## src/rtl/mac_skew_feeder.sv

```systemverilog
// Operand feeder for one edge of the MAC systolic array: accepts vector beats and
// presents them to the PE lanes with a diagonal skew, plus skewed accumulator clears.
module mac_skew_feeder #(
   parameter int DATA_WIDTH = 16,
   parameter int NUM_LANES  = 4,
   parameter int CNT_WIDTH  = 8
) (
   input  logic                            clk_i,
   input  logic                            rst_i,
   input  logic                            start_i,
   input  logic [CNT_WIDTH-1:0]            k_len_i,
   input  logic [NUM_LANES*DATA_WIDTH-1:0] in_data_i,
   input  logic                            in_valid_i,
   output logic                            in_ready_o,
   output logic [NUM_LANES*DATA_WIDTH-1:0] lane_data_o,
   output logic [NUM_LANES-1:0]            lane_valid_o,
   output logic [NUM_LANES-1:0]            lane_clr_o,
   output logic                            busy_o,
   output logic                            done_o
);

   typedef enum logic [1:0] {
      ST_IDLE,
      ST_FEED,
      ST_DRAIN
   } state_t;

   state_t               r_state;
   state_t               w_state_nxt;
   logic [CNT_WIDTH-1:0] r_k_len;
   logic [CNT_WIDTH-1:0] r_beat_cnt;
   logic [CNT_WIDTH-1:0] r_drain_cnt;
   logic                 r_done;
   logic                 w_start_acc;
   logic                 w_accept;
   logic                 w_last_beat;
   logic                 w_drain_end;

   // NOTE: every signal gets a default before the case so no path can infer a latch.
   always_comb begin
      w_state_nxt = r_state;
      w_start_acc = 1'b0;
      w_accept    = 1'b0;
      w_last_beat = 1'b0;
      w_drain_end = 1'b0;
      in_ready_o  = 1'b0;
      case (r_state)
         ST_IDLE: begin
            if (start_i && (k_len_i != '0)) begin
               w_start_acc = 1'b1;
               w_state_nxt = ST_FEED;
            end
         end
         ST_FEED: begin
            in_ready_o = 1'b1;
            w_accept   = in_valid_i;
            if (in_valid_i && ((r_beat_cnt + CNT_WIDTH'(1)) == r_k_len)) begin
               w_last_beat = 1'b1;
               w_state_nxt = ST_DRAIN;
            end
         end
         ST_DRAIN: begin
            // The counter reaches zero on this edge; lane N-1 has taken its last operand.
            if (r_drain_cnt == CNT_WIDTH'(1)) begin
               w_drain_end = 1'b1;
               w_state_nxt = ST_IDLE;
            end
         end
         default: w_state_nxt = ST_IDLE;
      endcase
   end

   // NOTE: sequential state is updated only with non-blocking assignments.
   always_ff @(posedge clk_i) begin
      if (rst_i) begin
         r_state <= ST_IDLE;
      end else begin
         r_state <= w_state_nxt;
      end
   end

   always_ff @(posedge clk_i) begin
      if (rst_i) begin
         r_k_len     <= '0;
         r_beat_cnt  <= '0;
         r_drain_cnt <= '0;
         r_done      <= 1'b0;
      end else begin
         r_done <= w_drain_end;
         if (w_start_acc) begin
            r_k_len    <= k_len_i;
            r_beat_cnt <= '0;
         end else if (w_accept) begin
            r_beat_cnt <= r_beat_cnt + CNT_WIDTH'(1);
         end
         if (w_last_beat) begin
            r_drain_cnt <= CNT_WIDTH'(NUM_LANES);
         end else if (r_state == ST_DRAIN) begin
            r_drain_cnt <= r_drain_cnt - CNT_WIDTH'(1);
         end
      end
   end

   assign busy_o = (r_state != ST_IDLE);
   assign done_o = r_done;

   // Lane k is a (k+1)-deep shift chain; stage 0 captures zero data on a bubble.
   for (genvar g_lane = 0; g_lane < NUM_LANES; g_lane++) begin : g_skew
      logic [DATA_WIDTH-1:0] r_data_sr [g_lane+1];
      logic [g_lane:0]       r_vld_sr;
      logic [g_lane:0]       r_clr_sr;

      // NOTE: the data chain is reset too, because lane outputs must read zero after reset.
      always_ff @(posedge clk_i) begin
         if (rst_i) begin
            r_vld_sr <= '0;
            r_clr_sr <= '0;
            for (int s = 0; s <= g_lane; s++) begin
               r_data_sr[s] <= '0;
            end
         end else begin
            r_vld_sr[0]  <= w_accept;
            r_clr_sr[0]  <= w_start_acc;
            r_data_sr[0] <= w_accept ? in_data_i[g_lane*DATA_WIDTH +: DATA_WIDTH] : '0;
            for (int s = 1; s <= g_lane; s++) begin
               r_vld_sr[s]  <= r_vld_sr[s-1];
               r_clr_sr[s]  <= r_clr_sr[s-1];
               r_data_sr[s] <= r_data_sr[s-1];
            end
         end
      end

      assign lane_data_o[g_lane*DATA_WIDTH +: DATA_WIDTH] = r_data_sr[g_lane];
      assign lane_valid_o[g_lane]                         = r_vld_sr[g_lane];
      assign lane_clr_o[g_lane]                           = r_clr_sr[g_lane];
   end

endmodule

```

## config.mk

```make
export PLATFORM = sky130hd
export DESIGN_NAME = mac_skew_feeder
export DESIGN_NICKNAME = d
export VERILOG_FILES = /design/src/rtl/mac_skew_feeder.sv
export SDC_FILE = /design/constraint.sdc
export NUM_CORES = 1
export LEC_CHECK = 0
export ABC_AREA = 1
export CORE_MARGIN = 2
export CORE_UTILIZATION = 40
export DETAILED_ROUTE_END_ITERATION = 16
export PLACE_DENSITY = 0.72
export RECOVER_POWER = 50
export REMOVE_ABC_BUFFERS = 1
export SLEW_MARGIN = 15
export SYNTH_ARGS = -nofsm -noshare
export SYNTH_HDL_FRONTEND = slang
export SYNTH_SLANG_ARGS = --single-unit
```

## constraint.sdc

```tcl
create_clock -name clk_i -period 2.05 [get_ports clk_i]
set_input_delay 0.205 -clock clk_i [delete_from_list [all_inputs] [get_ports clk_i]]
set_output_delay 0.205 -clock clk_i [all_outputs]
set_load 0.1 [all_outputs]
```

==> summary.txt <==
Status
  • Outcome: finished clean

Layout
  • Layout filler cell count: between 1500 and 2000
  • Post-Layout Cell Count: 1097
  • N_diodes: 0
  • Final nets: about 950
  • Synthesis-to-layout area growth: 26.2%
  • Fin area: 7970 um2
  • Layout cells sized above 1: 13.3%

Routing
  • First-pass DRT Iterations: 4
  • Post-route ant nets: 0
  • Vias per std cell: 3.94
  • Post-DR wirelength/cell: 9.77 um
  • 1st-iter DRT viols: 139
  • DR vias: 4327
  • Final wirelength: 10700 um
  • Remaining DRCs: 0

Timing
  • WHS: 298 ps
  • Min Tclk post-route: 1800 ps
  • Setup TNS: 0 ps
  • Tightest Pin Transition: 764 ps
  • Fin. Hold Viols: 0
  • Highest clock rate: 556 MHz
  • Final setup violation count: 0
  • Clock Skews: 8.68 ps
  • Final Max Slew Viols: 0
  • RSZ-0062 raised after global routing: no
  • Period utilisation layout: between 80% and 90%
  • Max transition margin: between 40% and 50%

Global routing
  • Largest net degree at the start of global routing: 74
  • Initial antenna violation count: 0
  • Vias in the first global route: 3926
  • First-pass GRT wire length: roughly 17000 um
  • Total GRT Usage: 13.4%
  • Overflow after GRT: 0

Critical path
  • Max incr delay on CP: 410 ps
  • Critical-path top delay cell: nor2_1
  • Top delay family on crit path: buffers and inverters
  • Bufs and invs on worst path: 2
  • CP required: 1850 ps
  • Arr. time, crit path: 1590 ps
  • CP Launch Type: register
  • CP Cell Sequence: inv_1 > nor2_1 > buf_4
  • Critical Path End Type: output port
  • CP max FO: 7
  • WS Path Type: register to output port

Floorplan
  • Core area: 15300 um2
  • FP Rows: 45
  • Chip Height: 130 um
  • Starting density of the core: 41.2%
  • IO Pins: ~150
  • Die area: 16800 um2
  • Die X: about 130 um

Clock network
  • Sinks on Clock Net: 195
  • Root Driver: clkbuf_16
  • Post-CTS setup repair buffer count: 0
  • Htree depth: 4
  • CTS tree: done
  • Clk slew on worst S/H paths: 70 ps
  • CTS max path bufs: 2
  • Worst skew pair latency: 420 ps
  • CTS buffer count: 17

Power and ir drop
  • NetSw: 1.76 mW
  • PwrDens: approximately 950 nW/um2
  • Max VDD drop: 0.540 mV
  • Switching Share: a little under a quarter
  • Pint: 5.77 mW
  • Combinational Power Share: 7.2%
  • Share of power burned in registers: 51.5%
  • Clock Power Share: about two fifths
  • Leak: about 3.6 nW

Logic synthesis
  • Mapped Cells: approximately 750
  • Synth Cell Area: 6320 um2
  • Number of flops mapped to enable cells by yosys: 0
  • Synth Register Bits: 195
  • Syn. warnings: 0
  • Count of cell types in the netlist: 25
  • Seq/Total Area, Yosys: 61.8%
  • FFs w/ async S/R, synth: 0%
  • Syn avg cell area: 8.39 um2
  • Top FF cell, synth: dfxtp_1

Placement
  • GP Congestion: 0.801
  • Dpl cells: 1065
  • IO buf count: 150
  • Final HPWL DP: between 7000 and 8000 um
  • Dpl cell area: 7600 um2

Flow run
  • Maxcap violations: 0

Worst hold path
  • Hold WC Path Type: input pin to register
## state kept, by name, indices dropped and copies added (netlist names)
name and cells:
done_o 1, g_skew.r_clr_sr 4, g_skew.r_data_sr 160, g_skew.r_vld_sr 4, r_beat_cnt 8, r_drain_cnt 8, r_k_len 8, r_state 2
## kinds of logic (layout without fill, tap and decap cells)
kind of cell               after synthesis  in the layout  synth area share [%]
buffers and inverters                  248            381                  16.8
AOI/OAI and AO/OA                       24             24                  2.10
adders and majority gates                3              3                 0.594
and+or+nand+nor                        276            276                  17.8
DFF                                    195            195                  61.8
xor gates and xnor gates                 7              7                 0.971
## layout by cell type (no fill, tap or decap), types with 4 or more instances in the layout
cell / n
a21oi_1: 9
buf_4: 4
clkbuf_16: 17
clkbuf_2: 75
clkdlybuf4s50_1: 74
dfxtp_1: 195
inv_1: 192
inv_6: 5
nand2_1: 52
nand3_1: 19
nand4_1: 6
nor2_1: 187
o21ai_0: 9
xor2_1: 5
## layer usage
layer	GRT usage (%)	wire, um	up-vias
met5	0	0	-
met4	4.93	127	0
met2	21.6	5070	111
met3	6.94	917	10
li1	-	-	2347
met1	15.2	4610	1859
## cell type report
class	instances	area [um2]	share of cell area, %
Multi-Input combinational cell	310	1350	16.9
Tap cell	211	264	3.31
Clock buffer	19	443	5.56
Timing Repair Buffer	156	1170	14.6
Clock inverter	12	119	1.49
Inverter	194	728	9.14
Sequential cell	195	3900	49.0
## final timing paths
check,slack [ps],cells after the start,from,endpoint
worst min register to register,400,2,g_skew[3].r_data_sr[1][0]$_SDFF_PP0_,g_skew[3].r_data_sr[2][0]$_SDFF_PP0_
worst min-delay path,300,3,in_data_i[22],g_skew[1].r_data_sr[0][6]$_SDFF_PP0_
worst max register to register,310,7,r_state[0]$_SDFFE_PP0P_,g_skew[3].r_data_sr[0][9]$_SDFF_PP0_
worst max-delay path,250,3,r_state[0]$_SDFFE_PP0P_,in_ready_o
## worst min-delay path: cells and delay by family
family                 cells  cell delay, ps
buffers and inverters      2             440
and+or+nand+nor            1              30
## power groups by stage
stage               Combinational, mW  Clock (mW)  Sequential [mW]
floorplan                       0.164           0             4.10
global placement                0.554           0             3.97
detailed placement              0.559           0             3.97
CTS                             0.563        3.22             3.88
global route                    0.592        3.38             3.88
finish                          0.539        3.12             3.88
## per-stage QoR
step,utilization [%],setup slack [ps],power [mW]
floorplan,-,2.82,4.27
global placement,49.6,254,4.52
detailed placement,49.6,244,4.53
CTS,53.3,315,7.67
global route,52.1,73.6,7.85
finish,52.1,251,7.54
## synthesized netlist by cell type, types with 2 or more instances
| master | n | area share, % |
|---|---|---|
| o21ai_0 | 9 | 0.71 |
| xor2_1 | 5 | 0.69 |
| nor4_1 | 2 | 0.20 |
| xnor2_1 | 2 | 0.28 |
| inv_1 | 192 | 11 |
| clkbuf_1 | 16 | 0.95 |
| a21boi_0 | 2 | 0.24 |
| buf_1 | 4 | 0.24 |
| buf_4 | 34 | 4.0 |
| dfxtp_1 | 195 | 62 |
| nor3_1 | 3 | 0.24 |
| nor2_1 | 186 | 11 |
| nand4_1 | 6 | 0.59 |
| nor2_4 | 2 | 0.36 |
| a21oi_1 | 9 | 0.71 |
| nor2_2 | 3 | 0.30 |
| nand2_1 | 52 | 3.1 |
| nand3_1 | 19 | 1.5 |
| ha_1 | 3 | 0.59 |
| a211oi_1 | 3 | 0.36 |
| inv_2 | 2 | 0.12 |
## repair_timing
item                                   4_1_cts  5_1_grt
hold buffers                                 1        0
gates resized for setup                      0        0
endpoints found under the hold margin        1        0
(Power assumes the default switching activity.)
